===== config.mk =====
export PLATFORM = sky130hd
export DESIGN_NAME = serial_byte_loader
export DESIGN_NICKNAME = d
export VERILOG_FILES = /design/src/rtl/serial_byte_loader.sv
export SDC_FILE = /design/constraint.sdc
export NUM_CORES = 1
export LEC_CHECK = 0
export CAP_MARGIN = 20
export CORE_MARGIN = 5
export CORE_UTILIZATION = 30
export CTS_CLUSTER_DIAMETER = 50
export DETAILED_ROUTE_END_ITERATION = 10
export GPL_TIMING_DRIVEN = 0
export PLACE_DENSITY = 0.55
export SKIP_CTS_REPAIR_TIMING = 1
export SYNTH_ARGS = -nofsm -noshare
export SYNTH_HDL_FRONTEND = slang
export SYNTH_SLANG_ARGS = --single-unit

===== constraint.sdc =====
create_clock -name clock -period 5.3 [get_ports clock]
set_input_delay 1.325 -clock clock [delete_from_list [all_inputs] [get_ports clock]]
set_output_delay 1.325 -clock clock [all_outputs]
set_load 0.02 [all_outputs]

===== src/rtl/serial_byte_loader.sv =====
// 8N1 serial receiver: deserialises rx into a byte presented as a data/enable
// pair for a downstream register; a low stop bit raises frame_error instead.
module serial_byte_loader #(
  parameter int CLKS_PER_BIT = 16
) (
  input  logic       clock,
  input  logic       reset_n,
  input  logic       rx,
  output logic [7:0] data,
  output logic       enable,
  output logic       frame_error,
  output logic       busy
);
  localparam int CW = $clog2(CLKS_PER_BIT);
  localparam logic [CW-1:0] CNT_ONE  = CW'(1);
  localparam logic [CW-1:0] CNT_HALF = CW'(CLKS_PER_BIT/2 - 1);
  localparam logic [CW-1:0] CNT_LAST = CW'(CLKS_PER_BIT - 1);

  typedef enum logic [2:0] {IDLE, START, DATA, STOP, BREAK} state_t;

  state_t        state, state_next;
  logic          rx_p0, rxs;
  logic [CW-1:0] cnt, cnt_next;
  logic [2:0]    idx, idx_next;
  logic [7:0]    shreg, shreg_next;
  logic [7:0]    data_next;
  logic          enable_next, frame_error_next, busy_next;

  // Stage p0/p1: two-flop synchroniser, reset high so reset never fakes a start bit.
  always_ff @(posedge clock or negedge reset_n) begin
    if (!reset_n) begin
      rx_p0 <= 1'b1;
      rxs   <= 1'b1;
    end else begin
      rx_p0 <= rx;
      rxs   <= rx_p0;
    end
  end

  // Receiver state and registered outputs.
  always_ff @(posedge clock or negedge reset_n) begin
    if (!reset_n) begin
      state       <= IDLE;
      cnt         <= '0;
      idx         <= '0;
      shreg       <= '0;
      data        <= '0;
      enable      <= 1'b0;
      frame_error <= 1'b0;
      busy        <= 1'b0;
    end else begin
      state       <= state_next;
      cnt         <= cnt_next;
      idx         <= idx_next;
      shreg       <= shreg_next;
      data        <= data_next;
      enable      <= enable_next;
      frame_error <= frame_error_next;
      busy        <= busy_next;
    end
  end

  always_comb begin
    state_next       = state;
    cnt_next         = cnt;
    idx_next         = idx;
    shreg_next       = shreg;
    data_next        = data;
    enable_next      = 1'b0;
    frame_error_next = 1'b0;

    case (state)
      IDLE: begin
        cnt_next = '0;
        if (!rxs) state_next = START;
      end
      START: begin
        if (cnt == CNT_HALF) begin
          cnt_next = '0;
          idx_next = '0;
          // A start bit that is already high again at its centre was a glitch.
          state_next = rxs ? IDLE : DATA;
        end else begin
          cnt_next = cnt + CNT_ONE;
        end
      end
      DATA: begin
        if (cnt == CNT_LAST) begin
          cnt_next   = '0;
          shreg_next = {rxs, shreg[7:1]};
          if (idx == 3'd7) state_next = STOP;
          else             idx_next   = idx + 3'd1;
        end else begin
          cnt_next = cnt + CNT_ONE;
        end
      end
      STOP: begin
        if (cnt == CNT_LAST) begin
          cnt_next = '0;
          if (rxs) begin
            data_next   = shreg;
            enable_next = 1'b1;
            state_next  = IDLE;
          end else begin
            frame_error_next = 1'b1;
            state_next       = BREAK;
          end
        end else begin
          cnt_next = cnt + CNT_ONE;
        end
      end
      BREAK: begin
        // Held-low line must return high before another start is recognised.
        cnt_next = '0;
        if (rxs) state_next = IDLE;
      end
      default: begin
        cnt_next   = '0;
        state_next = IDLE;
      end
    endcase

    busy_next = (state_next != IDLE);
  end

endmodule


==> results of run 1 <==
worst max path at each step:
stage / slack, ps / end / cells past startpoint / startpoint
finish: 2730 / data[3] / 1 / data[3]
global route: 2660 / data[6] / 1 / data[6]
CTS: 2710 / data[3] / 1 / data[3]
detailed placement: 2880 / data[5] / 2 / reset_n
global placement: 2360 / data[4] / 1 / reset_n
floorplan: 3500 / idx[0] / 6 / idx[0]
routing by layer:
metal / vias to the layer above / track usage, %
li1: 407 / -
met1: 406 / 10.96
met2: 24 / 14.43
met3: 4 / 3.279
met4: 0 / 5.245
met5: - / 0
power breakdown:
| group | total (mW) | switching [mW] | internal [mW] |
|---|---|---|---|
| registers | 0.295 | 0.0256 | 0.270 |
| clock network | 0.235 | 0.0835 | 0.152 |
| logic | 0.163 | 0.0897 | 0.0734 |
worst reg2reg max path, cell delays in order, from the launching register on:
cell and delay, ps:
dfrtp_1 400, ha_1 210, ha_1 220, and4bb_1 280, a21oi_1 40, or3b_1 400
mux2_2 280
through the flow:
step	utilization, %	instance area [um2]
after global placement	35.32	1538
after detailed placement	35.95	1565
final	38.65	1683
after floorplan	-	1343
after global routing	38.65	1683
after CTS	38.65	1683
registers in the layout, summed over array words and instances (netlist names), 3 cells and up:
signal,cells
idx,3
state,3
data,8
cnt,4
shreg,8
cell usage after synthesis, drive strengths merged, types with 2 or more instances:
library cell and count:
nand3 2, a22o 2, nand2 3, clkbuf 3, dfstp 2, inv 4, nor2 10, buf 4
a311oi 2, a21oi 3, mux2 17, ha 3, dfrtp 29
area by class of cell:
cell class,instances,share of cell area [%]
clock buffer,6,4.907
clock inverter,2,2.082
buffer,7,2.305
sequential,31,46.25
tap,52,3.866
timing repair buffer,14,9.368
inverter,4,0.8922
multi-input combinational,62,30.33
cell families (layout without fill, tap and decap cells):
logic type / count (synthesis) / count (layout) / synth area share (%)
simple gates: 25 / 25 / 11.09
mux: 18 / 18 / 15.00
flops: 31 / 31 / 57.97
xor+xnor: 2 / 2 / 1.305
compound gates: 14 / 14 / 7.829
fa+ha+maj: 3 / 3 / 2.796
buf+inv: 11 / 33 / 4.007
==> impl_metrics.env, run 1 <==
export IMPL_hpwl_um=1698
export IMPL_cp_arrival_ps=1250
export IMPL_overflow=0
export IMPL_grt_pass1_vias=889
export IMPL_grt_max_degree=17
export IMPL_floorplan_initialDensity_pct=30.83
export IMPL_ys_ff_latch=31
export IMPL_syn_inst=104
export IMPL_cts_num_sinks=31
export IMPL_max_freq_mhz=388.8
export IMPL_area_growth_syn_to_layout_pct=25.35
export IMPL_synth_area_top_cells="dfrtp_1 (54%), mux2_2 (12%), dfstp_2 (3.9%)"
export IMPL_cp_slowest_stage_delay_ps=610
export IMPL_syn_area_per_cell_um2=12.91
export IMPL_clock_path_buffers=2
export IMPL_cts_buffers=5
export IMPL_drive_gt1_share_pct=24.60
export IMPL_final_common_cell="dfrtp_1"
export IMPL_rrSetupSlack_ps=3360
export IMPL_hold_ws_ps=357.1
export IMPL_synth_edf_count=0
export IMPL_nFillCells=419
export IMPL_grt_setup_unrepaired="no"
export IMPL_drt_pass1_iter_count=4
export IMPL_maxUsedRoutingLayer="met4"
export IMPL_wl_met3_um=130
export IMPL_drt_initial_drc_count=55
export IMPL_finalSetupViolCount=0
export IMPL_grt_total_usage_pct=9.252
export IMPL_reg2reg_to="idx[0]"
export IMPL_gp_congestion=0.7489
export IMPL_die_h_um=76.90
export IMPL_yosys_warnings=0
export IMPL_ir_drop_v=0.0001273
export IMPL_clock_skew_ps=4.379
export IMPL_cts_tree="built"
export IMPL_num_antenna_cells=0
export IMPL_place_ws_ps=2878
export IMPL_yosys_area_top_type_share_pct=54.05
export IMPL_multi_input_area_um2=510.5
export IMPL_required_ps=3970
export IMPL_power_leakage_nw=0.8034
export IMPL_hold_path_class="flop to flop"
export IMPL_nNetsFinal=131
export IMPL_reg2reg_depth=6
export IMPL_clk_insertion_delay_late_ps=280
export IMPL_die_x_um=76.90
export IMPL_htree_num_levels=2
export IMPL_vias_per_cell=4.725
export IMPL_core_area_um2=4354
export IMPL_worstMarginPinSlew_ps=830.7
export IMPL_critPathTopFamily="buffers and inverters"
export IMPL_rows=24
export IMPL_syn_nets=110
export IMPL_io_buffers=13
export IMPL_status="completed"
export IMPL_seqCellArea_um2=778.2
export IMPL_slew_headroom_pct=44.45
export IMPL_critical_path_slowest_cell="clkdlybuf4s50_1"
export IMPL_clk_pin_slew_ps=70
export IMPL_wl_um=2410
export IMPL_fin_cells=178
export IMPL_wl_met2_um=1182
export IMPL_route_detailed_drc=0
export IMPL_yosysSeqAreaShare_pct=57.97
export IMPL_whs_endpoint="rxs"
export IMPL_dp_cells=170
export IMPL_async_flop_share_pct=100.0
export IMPL_die_area_um2=5913
export IMPL_grt_first_pass_wirelength_um=4319
export IMPL_synth_largest_area_cell="dfrtp_1"
export IMPL_finalMaxSlewViolations=0
export IMPL_root_buffer="clkbuf_8"
export IMPL_cp_cell_sequence="clkdlybuf4s50_1"
export IMPL_io_pins=14
export IMPL_layout_common_cells="dfrtp_1 (29), mux2_2 (14), clkdlybuf4s50_1 (13)"
export IMPL_vias=841
export IMPL_wire_per_inst_um=13.54
export IMPL_hp_start="rx_p0"
export IMPL_crit_type="flop to output pin"
export IMPL_syn_cell_area_um2=1343
export IMPL_synth_main_ff_cell="dfrtp_1"
export IMPL_cp_max_fo=2
export IMPL_critPathLaunchType="flop"
export IMPL_met1Wirelength_um=1048
export IMPL_setup_tns_ps=0
export IMPL_rr_startpoint="idx[0]"
export IMPL_holdPathStages=0
export IMPL_antenna_found_initial=0
export IMPL_cap_violations=0
export IMPL_finalHoldViolations=0
export IMPL_critPathCaptureType="output pin"
export IMPL_fin_ws_ps=2728
export IMPL_power_density_nw_per_um2=412.2
export IMPL_yosysUniqueCellTypes=37
export IMPL_antenna_left=0
export IMPL_power_total_mw=0.6938
export IMPL_fin_crit_sh_pct=48.53
export IMPL_path_buf_inv=1
export IMPL_period_needed_ps=2572
Note: power is estimated with default switching activity, not from simulation.
==> run 2: changes to the inputs <==
Clock period 5.3 ns to 2.48 ns, I/O delays scaled along.
==> results of run 2 <==
Same layout as run 1 (identical final DEF). Status: completed.
Main changes from that run: setup slack after placement 2878 ps -> 565.5 ps; setup slack after layout 2728 ps -> 540.7 ps; start point of the critical path data[3] -> idx[0]; end point of the critical path data[3] -> idx[0]; register-to-register setup slack 3360 ps -> 540 ps; total power 0.6938 mW -> 1.483 mW; worst IR drop on VDD 0.0001273 V -> 0.0002720 V
